File: config.mk
export PLATFORM = sky130hd
export DESIGN_NAME = rom_port_arbiter
export DESIGN_NICKNAME = d
export VERILOG_FILES = /design/src/rtl/rom_port_arbiter.sv
export SDC_FILE = /design/constraint.sdc
export NUM_CORES = 1
export LEC_CHECK = 0
export ABC_AREA = 0
export BUFFER_PORTS_ARGS = -buffer_cell sky130_fd_sc_hd__buf_2
export CAP_MARGIN = 20
export CORE_MARGIN = 5
export CORE_UTILIZATION = 50
export DETAILED_ROUTE_END_ITERATION = 10
export HOLD_SLACK_MARGIN = 0.15
export PLACE_DENSITY = 0.89
export SLEW_MARGIN = 20
export SYNTH_ARGS = -nofsm -noshare
export SYNTH_HDL_FRONTEND = slang
export SYNTH_SLANG_ARGS = --single-unit
File: constraint.sdc
create_clock -name clk -period 3.3 [get_ports clk]
set_input_delay 0 -clock clk [delete_from_list [all_inputs] [get_ports clk]]
set_output_delay 0 -clock clk [all_outputs]
set_load 0.01 [all_outputs]
File: src/rtl/rom_port_arbiter.sv
`timescale 1ns/1ps
// rom_port_arbiter
//
// Shares the single instruction ROM between the fetch stage (IF port) and a
// data-side reader (DM port). Every access goes through a fixed two-stage
// pipeline:
//   cycle N   : request granted (combinational grant)
//   cycle N+1 : rom_ce/rom_addr registered and presented to the ROM
//   cycle N+2 : ROM data registered into the owner's *_rdata, *_rvalid pulses
//
// Handshake: a requester holds *_req with a stable *_addr until it sees
// *_gnt high in the same cycle. The request is accepted on that clock edge.
// Responses carry no backpressure: *_rvalid is a one-cycle pulse and the
// requester must take *_rdata on that cycle.
//
// Ports:
//   clk, rst              clock, asynchronous active-high reset
//   if_req/if_addr        fetch request and word address
//   if_flush              kills the fetch in stage 1 and blocks fetch grants
//   if_gnt                fetch accepted this cycle (combinational)
//   if_rvalid/if_rdata    fetch response (registered)
//   dm_req/dm_addr        data-side read request and word address
//   dm_gnt                data read accepted this cycle (combinational)
//   dm_rvalid/dm_rdata    data-side response (registered)
//   rom_ce/rom_addr       ROM enable and address (registered)
//   rom_inst              ROM read data, combinational from rom_ce/rom_addr
//   dbg_last_o            round-robin pointer, exposed for checkers
//   dbg_s1_valid_o        stage-1 valid bit, exposed for checkers

module rom_port_arbiter #(
    parameter int ADDR_W = 6,
    parameter int DATA_W = 32
) (
    input  logic              clk,
    input  logic              rst,

    input  logic              if_req,
    input  logic [ADDR_W-1:0] if_addr,
    input  logic              if_flush,
    output logic              if_gnt,
    output logic              if_rvalid,
    output logic [DATA_W-1:0] if_rdata,

    input  logic              dm_req,
    input  logic [ADDR_W-1:0] dm_addr,
    output logic              dm_gnt,
    output logic              dm_rvalid,
    output logic [DATA_W-1:0] dm_rdata,

    output logic              rom_ce,
    output logic [ADDR_W-1:0] rom_addr,
    input  logic [DATA_W-1:0] rom_inst,

    output logic              dbg_last_o,
    output logic              dbg_s1_valid_o
);

    // Port identity, used both for the round-robin pointer and the
    // stage-1 owner tag.
    typedef enum logic {
        OWN_IF = 1'b0,
        OWN_DM = 1'b1
    } owner_e;

    // ------------------------------------------------------------------
    // Registered state
    // ------------------------------------------------------------------
    owner_e              last_q,      last_d;
    logic                s1_valid_q,  s1_valid_d;
    owner_e              s1_owner_q,  s1_owner_d;
    logic                rom_ce_q,    rom_ce_d;
    logic [ADDR_W-1:0]   rom_addr_q,  rom_addr_d;
    logic                if_rvalid_q, if_rvalid_d;
    logic [DATA_W-1:0]   if_rdata_q,  if_rdata_d;
    logic                dm_rvalid_q, dm_rvalid_d;
    logic [DATA_W-1:0]   dm_rdata_q,  dm_rdata_d;

    // ------------------------------------------------------------------
    // Grant logic: the only combinational path in the block.
    // ------------------------------------------------------------------
    logic if_elig;
    logic grant_if;
    logic grant_dm;
    logic s1_live;

    always_comb begin
        // A flush blocks new fetches in the same cycle; the fetch path is
        // being redirected, so whatever address it presents is stale.
        if_elig  = if_req & ~if_flush;
        // Under contention the port that did not win last time goes first.
        grant_if = if_elig & (~dm_req | (last_q == OWN_DM));
        grant_dm = dm_req  & (~if_elig | (last_q == OWN_IF));
    end

    assign if_gnt = grant_if;
    assign dm_gnt = grant_dm;

    // ------------------------------------------------------------------
    // Next-state logic
    // ------------------------------------------------------------------
    always_comb begin
        // Round-robin pointer moves only on a grant.
        last_d = last_q;
        if (grant_if) begin
            last_d = OWN_IF;
        end else if (grant_dm) begin
            last_d = OWN_DM;
        end

        // Stage 1: the address of the granted port goes to the ROM. On idle
        // cycles the address is held so the ROM input does not toggle.
        s1_valid_d = grant_if | grant_dm;
        rom_ce_d   = grant_if | grant_dm;
        s1_owner_d = s1_owner_q;
        rom_addr_d = rom_addr_q;
        if (grant_if) begin
            s1_owner_d = OWN_IF;
            rom_addr_d = if_addr;
        end else if (grant_dm) begin
            s1_owner_d = OWN_DM;
            rom_addr_d = dm_addr;
        end

        // A fetch sitting in stage 1 during a flush is discarded; the one
        // already in stage 2 (rvalid high now) has been delivered and is
        // unaffected. Data-side entries are never killed.
        s1_live = s1_valid_q & ~((s1_owner_q == OWN_IF) & if_flush);

        // Stage 2: capture ROM data into the owner's response register. The
        // other port's data register keeps its last value.
        if_rvalid_d = s1_live & (s1_owner_q == OWN_IF);
        dm_rvalid_d = s1_live & (s1_owner_q == OWN_DM);
        if_rdata_d  = if_rvalid_d ? rom_inst : if_rdata_q;
        dm_rdata_d  = dm_rvalid_d ? rom_inst : dm_rdata_q;
    end

    // ------------------------------------------------------------------
    // State registers. Reset drops every in-flight entry; the pointer
    // starts at DM so the first contention goes to fetch.
    // ------------------------------------------------------------------
    always_ff @(posedge clk or posedge rst) begin
        if (rst) begin
            last_q      <= OWN_DM;
            s1_valid_q  <= 1'b0;
            s1_owner_q  <= OWN_IF;
            rom_ce_q    <= 1'b0;
            rom_addr_q  <= '0;
            if_rvalid_q <= 1'b0;
            if_rdata_q  <= '0;
            dm_rvalid_q <= 1'b0;
            dm_rdata_q  <= '0;
        end else begin
            last_q      <= last_d;
            s1_valid_q  <= s1_valid_d;
            s1_owner_q  <= s1_owner_d;
            rom_ce_q    <= rom_ce_d;
            rom_addr_q  <= rom_addr_d;
            if_rvalid_q <= if_rvalid_d;
            if_rdata_q  <= if_rdata_d;
            dm_rvalid_q <= dm_rvalid_d;
            dm_rdata_q  <= dm_rdata_d;
        end
    end

    // ------------------------------------------------------------------
    // Outputs
    // ------------------------------------------------------------------
    assign rom_ce         = rom_ce_q;
    assign rom_addr       = rom_addr_q;
    assign if_rvalid      = if_rvalid_q;
    assign if_rdata       = if_rdata_q;
    assign dm_rvalid      = dm_rvalid_q;
    assign dm_rdata       = dm_rdata_q;
    assign dbg_last_o     = last_q;
    assign dbg_s1_valid_o = s1_valid_q;

endmodule
# --- Yosys cells after proc, flatten, opt, wreduce, memory -nomap -nowiden ---
# Index checks and enable logic that the tools add are counted.
word_totals:
  register_bits: 75
  input_bits: 49
  output_inout_bits: 77
classes:
  muxes: 4
  bitwise: 16
  n_reduce_logical: 1
op_table:
  columns: ["cell", "count"]
  rows:
  - ["6-bit 2-to-1 mux", 2]
  - ["1-bit bitwise AND", 7]
  - ["1-bit inverter", 6]
  - ["1-bit bitwise OR", 3]
  - ["1-bit 2-to-1 mux", 2]
  - ["2-bit nonzero test", 1]

# --- Longest topological paths before layout ---
# Gate-level depths: netlist of the first run.
depth:
  depth_word: 7
  mapped_depth: 4

# --- Worst setup path before layout of the first run ---
# OpenSTA, ideal clock, no wires.
synth_path:
  kind: "reg2reg"
  startpoint: "register rom_ce (netlist name)"
  endpoint: "register if_rdata_q[19], in the netlist if_rdata[19]"
  setup_ps: 125
  arrival_ps: 1273
  required_time_ps: 3175
  slack_ps: 1902
  path_stages_with_launch: 4
  path_buffers: 1
  synth_period_minus_slack_ps: 1398
  cell_sequence: "dfrtp_1 -> nor3b_4 -> buf_6 -> mux2_2"
synth_rtl:
  columns: ["item", "line", "source"]
  rows:
  - ["end signal: assignment", "159", "if_rdata_q <= if_rdata_d;"]
  - ["end: declaration", "74", "logic [DATA_W-1:0] if_rdata_q, if_rdata_d;"]

# --- Final worst setup path of the first run ---
layout_path:
  startpoint: "register s1_owner_q"
  endpoint: "register if_rdata_q[3], in the netlist if_rdata[3]"
layout_between:
  elab_chain_len: 5
layout_lines:
  columns: ["item", "line", "source"]
  rows:
  - ["start: declaration", "70", "owner_e s1_owner_q, s1_owner_d;"]
  - ["start signal: assignment", "155", "s1_owner_q <= s1_owner_d;"]
  - ["1-bit inverter (*)", "127, 131", null]
  - ["1-bit bitwise AND", "127", "s1_live = s1_valid_q & ~((s1_owner_q == OWN_IF) & if_flush);"]
  - ["1-bit inverter", "127", null]
  - ["1-bit bitwise AND", "127", null]
  - ["1-bit bitwise AND (*)", "131", "if_rvalid_d = s1_live & (s1_owner_q == OWN_IF);"]
# Mark *: on every way between the ends. The rest lies on a longest branch, timed or not.
# A chain may end at the register's enable or synchronous reset.

==> flow_metrics.env, run 1 <==
export IMPL_run_status="completed"
export IMPL_crit_path_cell_trace="nor3b_4, buf_4, mux2_2"
export IMPL_grt_start_max_net_pins=43
export IMPL_synth_top_family_by_area="multiplexers"
export IMPL_mostFrequentLayoutCell="sky130_fd_sc_hd__buf_2"
export IMPL_first_pass_iteration_count_of_the_detailed_router=4
export IMPL_layout_setup_ws_ns=1.257
export IMPL_grt_total_usage=0.2028
export IMPL_grt_ovfl_total=0
export IMPL_cellLeakagePower_nw=2.058
export IMPL_placement_cell_area_mm2=0.003546
export IMPL_drt_total_wl_um=7182
export IMPL_hpwlAfterDp_um=4653
export IMPL_finalSetupViolations=0
export IMPL_final_cell_count_no_fill=432
export IMPL_power_per_cell_area_mw_per_mm2=628.9
export IMPL_synth_net_count=228
export IMPL_skew_ns=0.007826
export IMPL_buffer_ports_inserted=125
export IMPL_antenna_found_initial=0
export IMPL_setup_tns_final_ns=0
export IMPL_worstPathRequired_ns=3.51
export IMPL_syn_mean_instance_area_um2=16.10
export IMPL_chipHeight_um=85.93
export IMPL_dr_first_iter_drc_count=51
export IMPL_slew_headroom=0.4204
export IMPL_floorplan_rows=27
export IMPL_clkLatencyLatePin_ns=0.33
export IMPL_synth_compound_gate_area_share=0.04470
export IMPL_pin_count=126
export IMPL_finalMaxSlewViolations=0
export IMPL_cp_num_buf_inv=1
export IMPL_period_share=0.6190
export IMPL_yosys_area_top_type_share=0.6424
export IMPL_fin_hold_ws_ns=0.1822
export IMPL_post_cts_buffers=0
export IMPL_max_cap_violations=0
export IMPL_finish_utilization=0.7642
export IMPL_initial_utilization=0.5203
export IMPL_clk_pin_slew_ns=0.08
export IMPL_netlist_cell_type_count=16
export IMPL_layout_overhead_on_the_synthesized_area_pct=46.87
export IMPL_hold_path_class="in -> reg"
export IMPL_worst_setup_path_end_kind="flip-flop"
export IMPL_path_class="reg -> reg"
export IMPL_design_power_total_mw=2.663
export IMPL_yosys_area_share_simple=0.01606
export IMPL_synth_seq_cells=75
export IMPL_clk_root_buffer_cell="sky130_fd_sc_hd__clkbuf_8"
export IMPL_yosysWarningCount=0
export IMPL_timing_worst_slew_pin_value_ns=0.8684
export IMPL_synth_fa_ha_area_frac=0
export IMPL_drt_antenna_violating_nets=0
export IMPL_synth_xor_area_frac=0
export IMPL_final_period_minus_worst_setup_slack_ns=2.043
export IMPL_fmax_mhz=489.5
export IMPL_route_detailed_vias_per_inst=4.995
export IMPL_placeableCoreArea_mm2=0.005540
export IMPL_synth_top_cells_by_area="sky130_fd_sc_hd__dfrtp_1, sky130_fd_sc_hd__mux2_2, sky130_fd_sc_hd__a221o_1"
export IMPL_unrepaired_setup_endpoints_after_global_routing="false"
export IMPL_routed_length_per_instance_um=16.63
export IMPL_place_gp_congestion=0.7044
export IMPL_chipWidth_um=85.93
export IMPL_most_used_cells_in_the_layout_excluding_fill_and_tap_cells="sky130_fd_sc_hd__buf_2, sky130_fd_sc_hd__dfrtp_1, sky130_fd_sc_hd__mux2_2, sky130_fd_sc_hd__dlygate4sd3_1, sky130_fd_sc_hd__clkbuf_8"
export IMPL_preCtsSetupSlack_ns=1.271
export IMPL_clock_tree_htree_level_count=3
export IMPL_num_fill_cells=349
export IMPL_critical_path_top_delay_family="simple AND/OR/NAND/NOR gates"
export IMPL_crit_path_start_kind="flip-flop"
export IMPL_cp_slowest_stage_delay_ns=0.73
export IMPL_number_of_buffers_added_by_the_clock_tree_synthesis_step=9
export IMPL_cts_sink_count=75
export IMPL_clock_tree_from_tritoncts="built"
export IMPL_synth_largest_area_cell="sky130_fd_sc_hd__dfrtp_1"
export IMPL_worst_ir_drop_vdd_v=0.0004843
export IMPL_netlist_instances=179
export IMPL_cts_hold_buffers_added=46
export IMPL_yosys_mux_area_fraction=0.2500
export IMPL_grt_pass1_wl_um=11690
export IMPL_detail_route_drc_violations=0
export IMPL_synth_cell_area_mm2=0.002883
export IMPL_fp_dieArea_mm2=0.007384
export IMPL_max_clock_path_buffers=2
export IMPL_placedCellCount=370
export IMPL_nets=404
export IMPL_critical_path_max_fanout=17
export IMPL_drive_gt1_frac=0.5833
export IMPL_hold_viol_final=0
export IMPL_diodes=0
export IMPL_first_global_vias=2432
export IMPL_post_cts_resize_count=0
export IMPL_worst_ep_arrival_time_ns=2.25
export IMPL_cp_slowest_cell="sky130_fd_sc_hd__nor3b_4"
export IMPL_final_design_area_no_fill_mm2=0.004234
export IMPL_num_vias=2158
export IMPL_part_of_the_yosys_area_used_for_sequential_elements=0.6515
## layout make-up
class                           count  area (µm²)  share of cell area
Tap cell                           72       90.09             0.02128
Inverter                           11       41.29            0.009752
Clock buffer                       12       155.1             0.03664
Timing Repair Buffer              173        1101              0.2600
Multi-Input combinational cell     85       895.9              0.2116
Sequential cell                    75        1878              0.4436
Clock inverter                      4       72.57             0.01714
## worst reg2reg max path: cells and delay by family (launching register included)
| kind | cells | cell delay [ns] |
|---|---|---|
| flops | 1 | 0.44 |
| mux | 1 | 0.37 |
| simple gates | 1 | 0.74 |
| buf+inv | 1 | 0.38 |
## synthesized netlist by cell type, drive strengths merged
| cell | number |
|---|---|
| dfstp | 1 |
| nor2b | 1 |
| a21boi | 1 |
| a221o | 6 |
| nor3b | 1 |
| a211oi | 6 |
| dfrtp | 74 |
| a21oi | 1 |
| inv | 11 |
| buf | 8 |
| nand2 | 1 |
| mux2 | 64 |
| nor2 | 4 |
## report_power, final
part | total (mW) | switching [mW] | leakage [nW] | internal, mW
Clock | 0.787 | 0.321 | 0.113 | 0.467
Sequential | 1.22 | 0.105 | 0.882 | 1.11
Combinational | 0.659 | 0.307 | 1.06 | 0.352
## metal layers
layer  vias to the layer above  part of all wire  track usage  routed length, µm
met5                         -                 0            0                  0
met4                         0             0.021      0.08058                150
met3                        16             0.069      0.05091                497
met2                        83              0.53       0.3574               3772
met1                      1079              0.38       0.2354               2762
li1                        980                 -            -                  -
## registers in the layout, summed over array words and instances, names as in the netlist
name and flops:
dbg_last_o 1, rom_addr 6, if_rvalid 1, rom_ce 1, s1_owner_q 1, dm_rdata 32
if_rdata 32, dm_rvalid 1
## cell families after synthesis
| logic type | Yosys count |
|---|---|
| muxes | 64 |
| and+or+nand+nor | 7 |
| buffers and inverters | 19 |
| AOI/OAI and AO/OA | 14 |
| DFF | 75 |
## final timing paths
kind / start / cells after the start / slack, ns / end
min in group asynchronous: rst / 3 / 0.39 / dm_rdata[8]$_DFFE_PP0P_
hold / removal: if_flush / 3 / 0.18 / if_rdata[14]$_DFFE_PP0P_
setup reg to reg: s1_owner_q$_DFFE_PP0P_ / 3 / 1.26 / if_rdata[3]$_DFFE_PP0P_
hold reg to reg: dm_rdata[5]$_DFFE_PP0P_ / 1 / 0.50 / dm_rdata[5]$_DFFE_PP0P_
setup / recovery: s1_owner_q$_DFFE_PP0P_ / 3 / 1.26 / if_rdata[3]$_DFFE_PP0P_
max in group asynchronous: rst / 4 / 1.94 / dbg_last_o$_DFFE_PP1P_
Power figures use the tool's default switching activity.
==> run 2, diff against run 1 <==
--- a/config.mk
+++ b/config.mk
@@ -9,10 +9,10 @@
 export BUFFER_PORTS_ARGS = -buffer_cell sky130_fd_sc_hd__buf_2
 export CAP_MARGIN = 20
 export CORE_MARGIN = 5
-export CORE_UTILIZATION = 50
+export CORE_UTILIZATION = 42
 export DETAILED_ROUTE_END_ITERATION = 10
 export HOLD_SLACK_MARGIN = 0.15
-export PLACE_DENSITY = 0.89
+export PLACE_DENSITY = 0.8
 export SLEW_MARGIN = 20
 export SYNTH_ARGS = -nofsm -noshare
 export SYNTH_HDL_FRONTEND = slang
==> constraint.sdc (replaced) <==
create_clock -name clk -period 1.73 [get_ports clk]
set_input_delay 0 -clock clk [delete_from_list [all_inputs] [get_ports clk]]
set_output_delay 0 -clock clk [all_outputs]
set_load 0.01 [all_outputs]
==> run 2 against run 1 <==
Effect of this change: largest cell class unchanged; clock skew is 0.00061 ns higher; combinational power is 88% higher; sequential power is 89% higher; sequential share of layout area hardly changed; sequential cell count stayed put; clock-buffer cell count stayed put.
==> flow_metrics.env, run 2 (synthesis results as in run 1) <==
export IMPL_run_status="completed"
export IMPL_seq_power_share=0.495
export IMPL_floorplan_rows=30
export IMPL_clk_pin_slew_ns=0.07
export IMPL_buffer_ports_inserted=125
export IMPL_most_used_cells_in_the_layout_excluding_fill_and_tap_cells="sky130_fd_sc_hd__buf_2, sky130_fd_sc_hd__dfrtp_1, sky130_fd_sc_hd__mux2_2, sky130_fd_sc_hd__dlygate4sd3_1"
export IMPL_first_pass_iteration_count_of_the_detailed_router=5
export IMPL_switching_share=0.2844
export IMPL_routed_length_per_instance_um=15.42
export IMPL_placeableCoreArea_mm2=0.006719
export IMPL_pin_count=126
export IMPL_chipHeight_um=92.85
export IMPL_post_cts_buffers=0
export IMPL_grt_pass1_wl_um=10820
export IMPL_mostFrequentLayoutCell="sky130_fd_sc_hd__buf_2"
export IMPL_comb_power_share=0.266
export IMPL_preCtsSetupSlack_ns=0.2838
export IMPL_detail_route_drc_violations=0
export IMPL_finalMaxSlewViolations=0
export IMPL_dr_first_iter_drc_count=40
export IMPL_fmax_mhz=647.7
export IMPL_clk_root_buffer_cell="sky130_fd_sc_hd__clkbuf_8"
export IMPL_chipWidth_um=92.85
export IMPL_fp_dieArea_mm2=0.008620
export IMPL_clock_tree_htree_level_count=3
export IMPL_setup_tns_final_ns=0
export IMPL_layout_setup_ws_ns=0.1862
export IMPL_intPower_mw=3.340
export IMPL_final_period_minus_worst_setup_slack_ns=1.544
export IMPL_design_power_total_mw=4.668
export IMPL_place_gp_congestion=0.6920
export IMPL_unrepaired_setup_endpoints_after_global_routing="false"
export IMPL_diodes=0
export IMPL_worst_ir_drop_vdd_v=0.0005595
export IMPL_drive_gt1_frac=0.5824
export IMPL_clock_tree_from_tritoncts="built"
export IMPL_critical_path_max_fanout=10
export IMPL_hold_path_class="in -> reg"
export IMPL_cts_sink_count=75
export IMPL_reg2reg_slack_ns=0.28
export IMPL_finalSetupViolations=0
export IMPL_grt_ovfl_total=0
export IMPL_antenna_found_initial=0
export IMPL_hold_viol_final=0
export IMPL_cts_hold_buffers_added=47
export IMPL_net_switching_power_figure_mw=1.328
export IMPL_grt_start_max_net_pins=45
export IMPL_period_share=0.8924
export IMPL_max_cap_violations=0
export IMPL_nets=409
export IMPL_initial_utilization=0.4291
export IMPL_crit_path_start_kind="flip-flop"
export IMPL_power_per_cell_area_mw_per_mm2=1103
export IMPL_drt_antenna_violating_nets=0
export IMPL_layout_overhead_on_the_synthesized_area_pct=46.83
export IMPL_worst_setup_path_end_kind="primary output"
export IMPL_clkLatencyLatePin_ns=0.33
export IMPL_drt_total_wl_um=6847
export IMPL_num_vias=2144
export IMPL_timing_worst_slew_pin_value_ns=0.5373
export IMPL_worstPathRequired_ns=1.73
export IMPL_path_class="reg -> out"
export IMPL_max_clock_path_buffers=2
export IMPL_number_of_buffers_added_by_the_clock_tree_synthesis_step=9
export IMPL_hpwlAfterDp_um=4489
export IMPL_grt_total_usage=0.1602
export IMPL_post_cts_resize_count=0
export IMPL_slew_headroom=0.6418
export IMPL_power_frac_clock=0.239
export IMPL_route_detailed_vias_per_inst=4.829
export IMPL_cellLeakagePower_nw=2.050
export IMPL_worst_ep_arrival_time_ns=1.54
export IMPL_skew_ns=0.008433
export IMPL_first_global_vias=2312
==> run 2: layout make-up <==
class,instances,area [µm²]
fillers,517,2486
clock inverters,3,15.01
multi-input cells,85,895.9
flip-flops and latches,75,1878
well taps,80,100.1
repair buffers,178,1154
clock buffers,12,145.1
inverters,11,45.04
==> run 2: routing by layer <==
layer  wire [µm]  global-route usage
met2        3578              0.2783
met1        2716              0.1799
met4          74             0.06960
met5           0                   0
met3         478             0.05037
==> run 2: final timing paths <==
kind | depth (start not counted) | to | from
setup reg to reg | 3 | if_rdata[19]$_DFFE_PP0P_ | s1_owner_q$_DFFE_PP0P_
setup / recovery | 4 | dm_gnt | dbg_last_o$_DFFE_PP1P_
max in group asynchronous | 4 | if_rdata[28]$_DFFE_PP0P_ | rst
hold / removal | 4 | s1_owner_q$_DFFE_PP0P_ | if_flush
min in group asynchronous | 4 | if_rdata[8]$_DFFE_PP0P_ | rst
hold reg to reg | 1 | if_rdata[25]$_DFFE_PP0P_ | if_rdata[25]$_DFFE_PP0P_
==> run 2: power groups by stage <==
| stage | logic, mW | clock network, mW | registers, mW |
|---|---|---|---|
| 3_5_place_dp | 1.17 | 0 | 2.34 |
| 5_1_grt | 1.35 | 1.25 | 2.36 |
| 3_3_place_gp | 1.14 | 0 | 2.32 |
| 2_1_floorplan | 0.453 | 0 | 2.51 |
| 6_report | 1.24 | 1.11 | 2.31 |
| 4_1_cts | 1.26 | 1.16 | 2.31 |
==> run 2: worst max-delay path, cell delays in order (launching register included) <==
cell	delay, ns
sky130_fd_sc_hd__dfstp_2	0.61
sky130_fd_sc_hd__inv_1	0.10
sky130_fd_sc_hd__a21boi_4	0.29
sky130_fd_sc_hd__nor2_1	0.07
sky130_fd_sc_hd__buf_2	0.14
==> run 2: through the flow <==
stage          hold slack [ns]    util  cell area, µm²  std cells
2_1_floorplan          0.07063       -            2887        179
3_3_place_gp            0.1256  0.5361            3602        382
3_5_place_dp            0.1411  0.5361            3602        382
4_1_cts                 0.2044  0.6300            4233        444
5_1_grt                 0.2619  0.6300            4233        444
6_report                0.2316  0.6300            4233        444
